### src/rtl/gtfmac_status_mon_pkg.sv
// ============================================================================
// Module : gtfmac_status_mon_pkg
// Brief  : Shared types, constants and helpers for the GTF MAC status monitor.
// Rev    : 1.0
// ============================================================================
`default_nettype none

package gtfmac_status_mon_pkg;

  typedef enum logic [0:0] {
    ST_STABLE  = 1'b0,
    ST_PENDING = 1'b1
  } dbnc_state_e;

  localparam int DBNC_MAX_CYCLES = 65535;
  localparam int DCNT_WIDTH      = $clog2(DBNC_MAX_CYCLES + 1);

  function automatic longint unsigned sat_max(input int w);
    if (w >= 64) return '1;
    return (64'd1 << w) - 64'd1;
  endfunction

endpackage

`default_nettype wire

### src/rtl/gtfmac_wrapper_status_debounce.sv
// ============================================================================
// Module : gtfmac_wrapper_status_debounce
// Brief  : Single-bit debounce FSM with rise/fall pulse generation.
// Rev    : 1.0
// ============================================================================
`default_nettype none

module gtfmac_wrapper_status_debounce
  import gtfmac_status_mon_pkg::*;
#(
  parameter int   DEBOUNCE_CYCLES = 16,
  parameter logic RESET_VALUE     = 1'b0
) (
  input  logic clk,
  input  logic reset,
  input  logic status_i,
  output logic deb_o,
  output logic rise_o,
  output logic fall_o,
  output logic rise_nxt_o,
  output logic fall_nxt_o
);

  localparam logic [DCNT_WIDTH-1:0] C_LAST = DCNT_WIDTH'(DEBOUNCE_CYCLES - 1);
  localparam logic [DCNT_WIDTH-1:0] C_ONE  = DCNT_WIDTH'(1);

  dbnc_state_e           state_q, state_d;
  logic [DCNT_WIDTH-1:0] dcnt_q, dcnt_d;
  logic                  deb_q, deb_d;
  logic                  rise_q, rise_d;
  logic                  fall_q, fall_d;

  always_comb begin
    state_d = state_q;
    dcnt_d  = dcnt_q;
    deb_d   = deb_q;
    rise_d  = 1'b0;
    fall_d  = 1'b0;
    case (state_q)
      ST_STABLE: begin
        if (status_i != deb_q) begin
          if (DEBOUNCE_CYCLES == 1) begin
            deb_d  = status_i;
            rise_d = status_i;
            fall_d = !status_i;
          end else begin
            state_d = ST_PENDING;
            dcnt_d  = C_ONE;
          end
        end
      end
      ST_PENDING: begin
        if (status_i == deb_q) begin
          state_d = ST_STABLE;
          dcnt_d  = '0;
        end else if (dcnt_q == C_LAST) begin
          deb_d   = status_i;
          rise_d  = status_i;
          fall_d  = !status_i;
          state_d = ST_STABLE;
          dcnt_d  = '0;
        end else begin
          dcnt_d = dcnt_q + C_ONE;
        end
      end
      default: begin
        state_d = ST_STABLE;
        dcnt_d  = '0;
      end
    endcase
  end

  always_ff @(posedge clk or negedge reset) begin
    if (!reset) begin
      state_q <= ST_STABLE;
      dcnt_q  <= '0;
      deb_q   <= RESET_VALUE;
      rise_q  <= 1'b0;
      fall_q  <= 1'b0;
    end else begin
      state_q <= state_d;
      dcnt_q  <= dcnt_d;
      deb_q   <= deb_d;
      rise_q  <= rise_d;
      fall_q  <= fall_d;
    end
  end

  assign deb_o      = deb_q;
  assign rise_o     = rise_q;
  assign fall_o     = fall_q;
  // Early strobes let the parent update stickies on the same edge as the pulse.
  assign rise_nxt_o = rise_d;
  assign fall_nxt_o = fall_d;

endmodule

`default_nettype wire

### src/rtl/gtfmac_wrapper_status_monitor.sv
// ============================================================================
// Module : gtfmac_wrapper_status_monitor
// Brief  : Debounced status monitor with stickies, counters, clear-on-read and
//          irq. Counters built only when GTFMAC_STATUS_MON_CNT_EN is defined.
// Rev    : 1.0
// ============================================================================
`default_nettype none

module gtfmac_wrapper_status_monitor
  import gtfmac_status_mon_pkg::*;
#(
  parameter int   WIDTH           = 4,
  parameter int   DEBOUNCE_CYCLES = 16,
  parameter int   CNT_WIDTH       = 16,
  parameter logic RESET_VALUE     = 1'b0
) (
  input  logic                       clk,
  input  logic                       reset,
  input  logic [WIDTH-1:0]           status_in,
  output logic [WIDTH-1:0]           status_debounced,
  output logic [WIDTH-1:0]           rise_event,
  output logic [WIDTH-1:0]           fall_event,
  input  logic                       rd_req,
  output logic                       rd_ack,
  output logic [WIDTH-1:0]           rd_latched_high,
  output logic [WIDTH-1:0]           rd_latched_low,
  output logic [WIDTH*CNT_WIDTH-1:0] rd_cnt,
  output logic                       irq
);

  logic [WIDTH-1:0] rise_nxt, fall_nxt;
  logic [WIDTH-1:0] lh_q, lh_d, ll_q, ll_d;
  logic [WIDTH-1:0] rd_lh_q, rd_ll_q;
  logic             rd_ack_q, irq_q;

  for (genvar i = 0; i < WIDTH; i++) begin : g_bit
    gtfmac_wrapper_status_debounce #(
      .DEBOUNCE_CYCLES (DEBOUNCE_CYCLES),
      .RESET_VALUE     (RESET_VALUE)
    ) u_debounce (
      .clk        (clk),
      .reset      (reset),
      .status_i   (status_in[i]),
      .deb_o      (status_debounced[i]),
      .rise_o     (rise_event[i]),
      .fall_o     (fall_event[i]),
      .rise_nxt_o (rise_nxt[i]),
      .fall_nxt_o (fall_nxt[i])
    );
  end

  // Clear first, then OR in new events, so an event coinciding with a read survives.
  always_comb begin
    lh_d = (rd_req ? '0 : lh_q) | rise_nxt;
    ll_d = (rd_req ? '0 : ll_q) | fall_nxt;
  end

  always_ff @(posedge clk or negedge reset) begin
    if (!reset) begin
      lh_q     <= '0;
      ll_q     <= '0;
      rd_lh_q  <= '0;
      rd_ll_q  <= '0;
      rd_ack_q <= 1'b0;
      irq_q    <= 1'b0;
    end else begin
      lh_q     <= lh_d;
      ll_q     <= ll_d;
      rd_ack_q <= rd_req;
      irq_q    <= |(lh_q | ll_q);
      if (rd_req) begin
        rd_lh_q <= lh_q;
        rd_ll_q <= ll_q;
      end
    end
  end

  assign rd_ack          = rd_ack_q;
  assign rd_latched_high = rd_lh_q;
  assign rd_latched_low  = rd_ll_q;
  assign irq             = irq_q;

`ifdef GTFMAC_STATUS_MON_CNT_EN
  localparam logic [CNT_WIDTH-1:0] C_CNT_MAX = CNT_WIDTH'(sat_max(CNT_WIDTH));
  localparam logic [CNT_WIDTH-1:0] C_CNT_ONE = CNT_WIDTH'(1);

  for (genvar i = 0; i < WIDTH; i++) begin : g_cnt
    logic [CNT_WIDTH-1:0] cnt_q, cnt_d, cnt_base, rd_cnt_q;

    always_comb begin
      cnt_base = rd_req ? '0 : cnt_q;
      cnt_d    = cnt_base;
      if ((rise_nxt[i] || fall_nxt[i]) && (cnt_base != C_CNT_MAX)) begin
        cnt_d = cnt_base + C_CNT_ONE;
      end
    end

    always_ff @(posedge clk or negedge reset) begin
      if (!reset) begin
        cnt_q    <= '0;
        rd_cnt_q <= '0;
      end else begin
        cnt_q <= cnt_d;
        if (rd_req) begin
          rd_cnt_q <= cnt_q;
        end
      end
    end

    assign rd_cnt[i*CNT_WIDTH +: CNT_WIDTH] = rd_cnt_q;
  end
`else
  assign rd_cnt = '0;
`endif

endmodule

`default_nettype wire

### config.mk
export PLATFORM = sky130hd
export DESIGN_NAME = gtfmac_wrapper_status_monitor
export DESIGN_NICKNAME = d
export VERILOG_FILES = /design/src/rtl/gtfmac_status_mon_pkg.sv /design/src/rtl/gtfmac_wrapper_status_debounce.sv /design/src/rtl/gtfmac_wrapper_status_monitor.sv
export SDC_FILE = /design/constraint.sdc
export NUM_CORES = 1
export LEC_CHECK = 0
export CORE_ASPECT_RATIO = 1.75
export CORE_MARGIN = 4
export CORE_UTILIZATION = 50
export CTS_CLUSTER_SIZE = 16
export DETAILED_ROUTE_END_ITERATION = 7
export GPL_ROUTABILITY_DRIVEN = 0
export PLACE_DENSITY_LB_ADDON = 0.15
export SYNTH_ARGS = -nofsm -noshare
export SYNTH_HDL_FRONTEND = slang
export SYNTH_SLANG_ARGS = --single-unit
### constraint.sdc
create_clock -name clk -period 5.1 [get_ports clk]
set_input_delay 1.02 -clock clk [delete_from_list [all_inputs] [get_ports clk]]
set_output_delay 1.02 -clock clk [all_outputs]
set_load 0.05 [all_outputs]
==> results of run 1 <==
## per-layer routing
| layer | global-route usage | vias to the layer above | wire (microns) |
|---|---|---|---|
| met5 | 0 | - | 0 |
| met4 | 0.0710 | 0 | 229 |
| met3 | 0.0368 | 14 | 502 |
| met2 | 0.323 | 112 | 5960 |
| met1 | 0.205 | 1963 | 4260 |
| li1 | - | 1964 | - |
## worst paths after layout
kind,from,end,slack [ps],cells after the start
hold reg to reg,ll_q[3],irq,490,2
min in group asynchronous,reset,g_bit[0].u_debounce.dcnt_q[12],700,1
max in group asynchronous,reset,lh_q[0],3320,2
setup / recovery,status_in[1],g_bit[1].u_debounce.dcnt_q[15],2290,6
setup reg to reg,g_bit[1].u_debounce.dcnt_q[0],g_bit[1].u_debounce.dcnt_q[15],2790,6
hold / removal,ll_q[3],irq,490,2
## area by class of cell
cell class	instances	share of cell area
Tap cell	130	0.0285
Clock inverter	7	0.0162
Timing Repair Buffer	29	0.0501
Inverter	17	0.0112
Sequential cell	98	0.430
Clock buffer	9	0.0395
Multi-Input combinational cell	434	0.424
## flip-flops by register name (all words and copies together) (netlist names)
register and count:
g_bit.u_debounce.deb_o 4, g_bit.u_debounce.fall_o 4, rd_latched_low 4, g_bit.u_debounce.dcnt_q 64, rd_latched_high 4, g_bit.u_debounce.state_q 4, rd_ack 1, lh_q 4
g_bit.u_debounce.rise_o 4, irq 1, ll_q 4
## critical path, delay by kind of cell
family | cells | cell delay [ps]
AOI/OAI and AO/OA | 2 | 440
xor gates and xnor gates | 1 | 260
buffers and inverters | 1 | 520
and+or+nand+nor | 2 | 810
## layout by cell type (no fill, tap or decap), types with 9 or more instances in the layout
cell type,n
nand2_1,69
a21oi_1,29
dfrtp_1,98
conb_1,64
nor2_1,32
nor3_1,9
and4_1,9
a31oi_1,37
o21ai_0,27
clkdlybuf4s50_1,27
inv_1,17
mux2_2,12
nand3_1,21
clkbuf_16,9
and3_1,10
nor4_1,14
nand4_1,13
## power breakdown
group / switching, uW / internal [uW]
Sequential: 34.8 / 806
Combinational: 215 / 57.8
Clock: 292 / 430
## cells by family (layout without fill, tap and decap cells)
logic type / Yosys count / count (layout) / share of synthesized area
AOI/OAI and AO/OA: 130 / 130 / 0.147
xor gates and xnor gates: 6 / 6 / 0.00972
adders and majority gates: 4 / 4 / 0.00926
buffers and inverters: 116 / 62 / 0.143
DFF: 98 / 98 / 0.453
muxes: 16 / 16 / 0.0324
other: 1 / 64 / 0.000693
and+or+nand+nor: 214 / 214 / 0.204
## stage by stage
| step | setup slack (ps) | total power, uW | util | cells |
|---|---|---|---|---|
| 3_3_place_gp | 2010 | 1120 | 0.506 | 708 |
| 4_1_cts | 2280 | 1860 | 0.536 | 724 |
| 6_report | 2290 | 1840 | 0.536 | 724 |
| 5_1_grt | 2040 | 1920 | 0.536 | 724 |
| 3_5_place_dp | 1900 | 1130 | 0.506 | 708 |
| 2_1_floorplan | 2970 | 1120 | - | 648 |
==> reports/metrics.yaml, run 1 <==
cp_cell_sequence: "clkdlybuf4s50_1 -> xor2_1 -> nand2_1 -> nor2_2 -> o21ai_0 -> a31oi_1"
synth_cells: 585
crit_path_end_kind: "flop"
fin_area_sq_um: 5700
crit_path_max_fanout: 27
synth_edf_count: 0
maxCapViolCount: 0
cts_tree: "done"
max_clock_freq_mhz: 356
async_flop_share: 1.00
cp.arrival_ps: 3060
start_kind: "input port"
status: "complete, no violations"
p_leak_uw: 0.00252
post_synth.cell_area_avg_sq_um: 9.24
slew_violations: 0
io_buffer_count: 28
drt-total-wl_mm: 11.0
yosysWarnings: 0
post_cts_buffers: 0
clkTransAtPathRegs_ps: 70
grt_pass1_vias: 3923
synth_commonest_cells: "dfrtp_1 (98), buf_4 (80), nand2_1 (69), a31oi_1 (37), nor2_1 (32)"
slowest_delay_ps: 680
drcViolationCount: 0
setup_tns_ps: 0
cts_resized: 0
slew_headroom: 0.414
slowest_stage: "nor2_2"
multi_input_area_sq_um: 2420
nFillCells: 987
grt_max_degree: 52
synth-main-ff-cell: "dfrtp_1"
antenna_found_initial: 0
grt_pass1_wl_mm: 18.3
placed_area_sq_um: 5380
routed_via_density: 5.60
drive_gt1_frac: 0.0774
required_ps: 5350
hp-class: "flop to flop"
root_buffer: "clkbuf_16"
layout_min_cycle_time_ps: 2810
holdWs_ps: 494
synth.area.top_cells: "dfrtp_1 (45%), buf_4 (11%), nand2_1 (4.8%), a31oi_1 (4.3%), a21oi_1 (2.7%)"
globalRouteOverflowTotal: 0
cts_made_buffers: 9
period_share: 0.551
ir_drop_mv: 0.259
ios: 93
clock-sinks: 98
rows: 50
drt_iter0_markers: 219
die_w_microns: 86.6
worstSetupPathType: "input port to flop"
setup_viol: 0
areaGrowthSynthToFinish_pct: 5.37
netlist_area_sq_um: 5410
wl_per_cell_microns: 15.1
worst_pin_slew_ps: 878
firstDrtPassIters: 4
num_antenna_cells: 0
yosysSeqAreaShare: 0.453
power.density_nw_per_um2: 322
grt_use_total: 0.181
clockBufferDepth: 2
initial_core_util: 0.508
ys_seq_elements: 98
cts.htree.levels: 3
die_y_microns: 146
grt_setup_unrepaired: "no"
final-seq-area_sq_um: 2450
synth_top_cell_area_share: 0.453
skew_ps: 7.64
vias: 4053
dpl.hpwl_mm: 7.83
fp.dieArea_sq_um: 12600
core_sq_um: 10600
ant_nets: 0
clk_latency_ps: 340
hold_viol: 0
ctsHoldBuffers: 0
synth_largest_area_cell: "dfrtp_1"
synth_cell_type_count: 49
synth.most_common_cell: "dfrtp_1"
fin_nets: 600
(Power assumes the default switching activity.)
==> inputs of run 2 (changes only) <==
- clock period: 5.1 -> 2.72 ns (I/O delays scaled with it)
==> reports/metrics.yaml, run 2 (synthesis results as in run 1) <==
status: "complete, no violations"
clockBufferDepth: 2  # unchanged
r2r_cells: 6  # unchanged
slowest_delay_ps: 830  # +150 ps
layout_min_cycle_time_ps: 2140
power.density_nw_per_um2: 597  # +85%
areaGrowthSynthToFinish_pct: 6.27
start_kind: "flop"
initial_core_util: 0.508  # unchanged
fin_nets: 607  # +1.2%
r2r_end: "g_bit[0].u_debounce.dcnt_q[13]"
cts.htree.levels: 3  # unchanged
ant_nets: 0  # unchanged
ir_drop_mv: 0.365  # +41%
crit_path_max_fanout: 5  # -81%
grt_pass1_wl_mm: 18.5  # +0.83%
slew_violations: 0  # unchanged
maxCapViolCount: 0  # unchanged
setup_tns_ps: 0  # unchanged
p_leak_uw: 0.00255  # +1.1%
cts_made_buffers: 9  # unchanged
final_common_cell: "dfrtp_1"
wl_per_cell_microns: 15.4  # +1.9%
grt_setup_unrepaired: "no"
rows: 50  # unchanged
core_sq_um: 10600  # unchanged
regMostFlops: "g_bit.u_debounce.dcnt_q"
setup_viol: 0  # unchanged
cts_tree: "done"
p_seq_frac: 0.460  # +0.002
comb_power_share: 0.155  # +0.006
root_buffer: "clkbuf_16"
routed_via_density: 5.59  # -0.21%
skew_ps: 8.16  # +0.517 ps
io_buffer_count: 28  # unchanged
firstDrtPassIters: 6  # +2
fp.dieArea_sq_um: 12600  # unchanged
fin_util: 0.540  # +0.00459
largest_reg_flops: 64  # unchanged
period_share: 0.787
clkPwrFrac: 0.385  # -0.008
hp-class: "input port to asynchronous set/reset pin"
grt_use_total: 0.180  # -0.000603
p_switching_uw: 995  # +84%
vias: 4078  # +0.62%
total_power_uw: 3430  # +87%
required_ps: 2180  # -3170 ps
grt_max_degree: 45  # -13%
post_cts_buffers: 0  # unchanged
grt_pass1_vias: 3935  # +0.31%
ios: 93  # unchanged
die_y_microns: 146  # unchanged
final_cell_mix: "dfrtp_1 (98), nand2_1 (69), conb_1 (64)"
antenna_found_initial: 0  # unchanged
worst_pin_slew_ps: 639  # -238 ps
drive_gt1_frac: 0.0817  # +0.00423
hold_viol: 0  # unchanged
crit_family: "buffers and inverters"
clk_latency_ps: 340  # about the same
dpl.hpwl_mm: 8.16  # +4.2%
crit_path_end_kind: "primary output"
clock-sinks: 98  # unchanged
worstPathBufferInverterCount: 1  # unchanged
ff2ff_setup_slack_ps: 650  # -2140 ps
internal-power_uw: 2430  # +88%
num_antenna_cells: 0  # unchanged
cp.arrival_ps: 1600  # -1460 ps
drcViolationCount: 0  # unchanged
reg2reg_from: "g_bit[0].u_debounce.dcnt_q[0]"
globalRouteOverflowTotal: 0  # unchanged
drt_iter0_markers: 191  # -13%
swShare: 0.290  # -0.00486
cp_cell_sequence: "clkdlybuf4s50_1"
ctsHoldBuffers: 0  # unchanged
cts_resized: 0  # unchanged
drt-total-wl_mm: 11.2  # +2.7%
max_clock_freq_mhz: 467
worstSetupPathType: "flop to primary output"
clkTransAtPathRegs_ps: 60  # about the same
slowest_stage: "clkdlybuf4s50_1"
die_w_microns: 86.6  # unchanged
slew_headroom: 0.572  # +0.158
==> run 2: cell count changes in the layout (fill, tap and decap cells not counted), sizes merged <==
cell / before / now
buf: 2 / 9
clkbuf: 9 / 12
clkinv: 4 / 1
inv: 18 / 17
==> run 2: layout make-up <==
type	count	area, sq um
Fill cell	990	4890
Sequential cell	98	2450
Multi-Input combinational cell	434	2420
Timing Repair Buffer	36	350
Clock buffer	12	236
Tap cell	130	163
Clock inverter	3	65.1
Inverter	17	63.8
==> run 2: stage by stage <==
| step | instances | worst slack [ps] | cell area [sq um] | hold WS (ps) |
|---|---|---|---|---|
| after global placement | 715 | 324 | 5450 | 479 |
| after floorplan | 648 | 890 | 5640 | 248 |
| after detailed placement | 715 | 243 | 5450 | 496 |
| after global routing | 730 | 343 | 5750 | 266 |
| final | 730 | 580 | 5750 | 214 |
| after CTS | 730 | 562 | 5750 | 236 |
==> run 2: power by group through the flow <==
stage | Clock (uW) | Combinational (uW) | Sequential (uW)
floorplan | 0 | 501 | 1590
global placement | 0 | 518 | 1600
detailed placement | 0 | 530 | 1600
CTS | 1360 | 531 | 1580
global route | 1410 | 581 | 1590
finish | 1320 | 531 | 1580
==> run 2: worst max-delay path by stage <==
| stage | cells after the start | start | end | slack, ps |
|---|---|---|---|---|
| 3_5_place_dp | 6 | status_in[0] | g_bit[0].u_debounce.dcnt_q[13] | 240 |
| 5_1_grt | 6 | status_in[0] | g_bit[0].u_debounce.dcnt_q[6] | 340 |
| 6_report | 1 | g_bit[1].u_debounce.deb_o | status_debounced[1] | 580 |
| 3_3_place_gp | 6 | status_in[0] | g_bit[0].u_debounce.dcnt_q[10] | 320 |
| 4_1_cts | 1 | g_bit[1].u_debounce.deb_o | status_debounced[1] | 560 |
| 2_1_floorplan | 10 | g_bit[2].u_debounce.dcnt_q[0] | g_bit[2].u_debounce.dcnt_q[8] | 890 |
==> run 2: per-layer routing <==
| metal | track usage | vias up | part of all wire |
|---|---|---|---|
| met1 | 0.209 | 1953 | 0.40 |
| met2 | 0.322 | 120 | 0.53 |
| met3 | 0.0278 | 17 | 0.049 |
| met4 | 0.0733 | 0 | 0.018 |
| met5 | 0 | - | 0 |
| li1 | - | 1988 | - |
==> inputs of run 3 (changes only) <==
- CORE_UTILIZATION: 50 -> 48
- clock period: 2.72 -> 1.8 ns (I/O delays scaled with it)
==> reports/metrics.yaml, run 3 (synthesis results as in run 1) <==
root_buffer: "clkbuf_16"
r2r_cells: 6  # unchanged
cts.htree.levels: 3  # unchanged
grt_use_met1: 0.228  # +0.0188
layout_min_cycle_time_ps: 1740
clock-sinks: 98  # unchanged
final_common_cell: "dfrtp_1"
drcViolationCount: 0  # unchanged
grt_util_met3: 0.0233  # -0.00448
clk_latency_ps: 340  # about the same
grt_pass1_wl_mm: 19.8  # +7.3%
fin_nets: 664  # +9.4%
skew_ps: 6.31  # -1.85 ps
largest_reg_flops: 64  # unchanged
grt_setup_unrepaired: "no"
hp-class: "input port to asynchronous set/reset pin"
power.density_nw_per_um2: 848  # +42%
final_cell_mix: "dfrtp_1 (98), buf_4 (83), nand2_1 (69)"
initial_core_util: 0.487  # -0.0214
holdWs_ps: 60.8  # -154 ps
crit_path_max_fanout: 19  # +14
grt_max_degree: 99  # +120%
cts_made_buffers: 9  # unchanged
crit_path_end_kind: "flop"
ant_nets: 0  # unchanged
cp.arrival_ps: 1960  # +360 ps
areaGrowthSynthToFinish_pct: 14.8
clkTransAtPathRegs_ps: 60  # about the same
status: "complete, no violations"
ctsHoldBuffers: 0  # unchanged
fin_area_sq_um: 6210  # +8.0%
total_power_uw: 5260  # +53%
wl_per_cell_microns: 15.3  # -0.83%
p_leak_uw: 0.00290  # +14%
grtUsageMet2: 0.341  # +0.0190
setup_viol: 0  # unchanged
rows: 51  # +2.0%
routed_via_density: 5.52  # -1.3%
clockBufferDepth: 2  # unchanged
globalRouteOverflowTotal: 0  # unchanged
ff2ff_setup_slack_ps: 60  # -590 ps
slew_headroom: 0.643  # +0.0713
ir_drop_mv: 0.699  # +91%
max_clock_freq_mhz: 576
drt-total-wl_mm: 12.0  # +7.1%
reg2reg_from: "g_bit[2].u_debounce.dcnt_q[12]"
start_kind: "flop"
num_antenna_cells: 0  # unchanged
die_y_microns: 148  # +1.9%
hold_viol: 0  # unchanged
nFillCells: 1006  # +1.6%
period_share: 0.965
worstSetupPathType: "flop to flop"
ios: 93  # unchanged
required_ps: 2030  # -150 ps
dpl.hpwl_mm: 8.67  # +6.2%
drt_iter0_markers: 271  # +42%
drive_gt1_frac: 0.213  # +0.132
die_w_microns: 88.2  # +1.9%
worst_pin_slew_ps: 535  # -105 ps
r2r_end: "g_bit[2].u_debounce.dcnt_q[2]"
regMostFlops: "g_bit.u_debounce.dcnt_q"
busiest_layer: "met2"
grt_pass1_vias: 4200  # +6.7%
placed_area_sq_um: 5860  # +7.6%
fp.dieArea_sq_um: 13100  # +3.9%
antenna_found_initial: 0  # unchanged
core_sq_um: 11100  # +4.4%
cts_tree: "done"
io_buffer_count: 28  # unchanged
vias: 4346  # +6.6%
slew_violations: 0  # unchanged
grt_use_total: 0.190  # +0.0100
firstDrtPassIters: 4  # -2
maxCapViolCount: 0  # unchanged
run 3: changes by cell type in the layout (fill, tap and decap cells not counted), sizes merged:
cell	previous run	this run
buf	9	88
clkdlybuf4s50	27	5
bufinv	2	1
clkinv	1	0
clkinvlp	0	1
run 3: what timing repair did:
| item | CTS | global route |
|---|---|---|
| cloned | 0 | 0 |
| buffers inserted | 0 | 1 |
| endpoints found under the setup margin | 2 | 23 |
| resized for setup | 2 | 12 |
| pin swaps | 0 | 1 |
run 3: stage by stage:
step           worst slack, ps  utilization  instances  setup TNS (ps)
6_report                  63.8        0.559        788               0
5_1_grt                  0.817        0.559        788               0
4_1_cts                   2.70        0.554        787               0
3_5_place_dp              -154        0.528        773           -3950
3_3_place_gp              -103        0.528        773           -1890
2_1_floorplan             3.58            -        648               0
run 3: cell type report:
cell class | instances | area (sq um) | share of cell area
clock buffer | 12 | 256 | 0.0413
inverter | 17 | 63.8 | 0.0103
clock inverter | 2 | 37.5 | 0.00605
multi-input combinational | 434 | 2470 | 0.397
tap | 132 | 165 | 0.0266
timing repair buffer | 93 | 764 | 0.123
sequential | 98 | 2450 | 0.395
run 3: worst max path at each step:
stage / cells after the start / startpoint / slack, ps / end
floorplan: 7 / g_bit[2].u_debounce.dcnt_q[0] / 4 / g_bit[2].u_debounce.dcnt_q[12]
global placement: 5 / status_in[2] / -100 / g_bit[2].u_debounce.dcnt_q[12]
detailed placement: 5 / status_in[2] / -150 / g_bit[2].u_debounce.dcnt_q[12]
CTS: 6 / g_bit[3].u_debounce.dcnt_q[13] / 3 / g_bit[3].u_debounce.dcnt_q[5]
global route: 6 / g_bit[2].u_debounce.dcnt_q[12] / 0.8 / g_bit[2].u_debounce.dcnt_q[2]
finish: 6 / g_bit[2].u_debounce.dcnt_q[12] / 60 / g_bit[2].u_debounce.dcnt_q[2]
run 3: per-layer routing:
metal | vias up | wire length [microns]
met5 | - | 0
li1 | 2091 | -
met1 | 2116 | 4800
met2 | 126 | 6530
met3 | 13 | 517
met4 | 0 | 192
run 3: worst max-delay path, stage by stage, from the launching register on:
cell	delay [ps]
dfrtp_1	400
nor4_1	360
and4_4	320
nor2_4	50
buf_12	140
and4b_1	190
a21o_1	150
run 3: where the power goes:
| group | internal [uW] | switching [uW] | total (uW) |
|---|---|---|---|
| Combinational | 296 | 674 | 970 |
| Sequential | 2290 | 75.2 | 2360 |
| Clock | 1140 | 791 | 1930 |
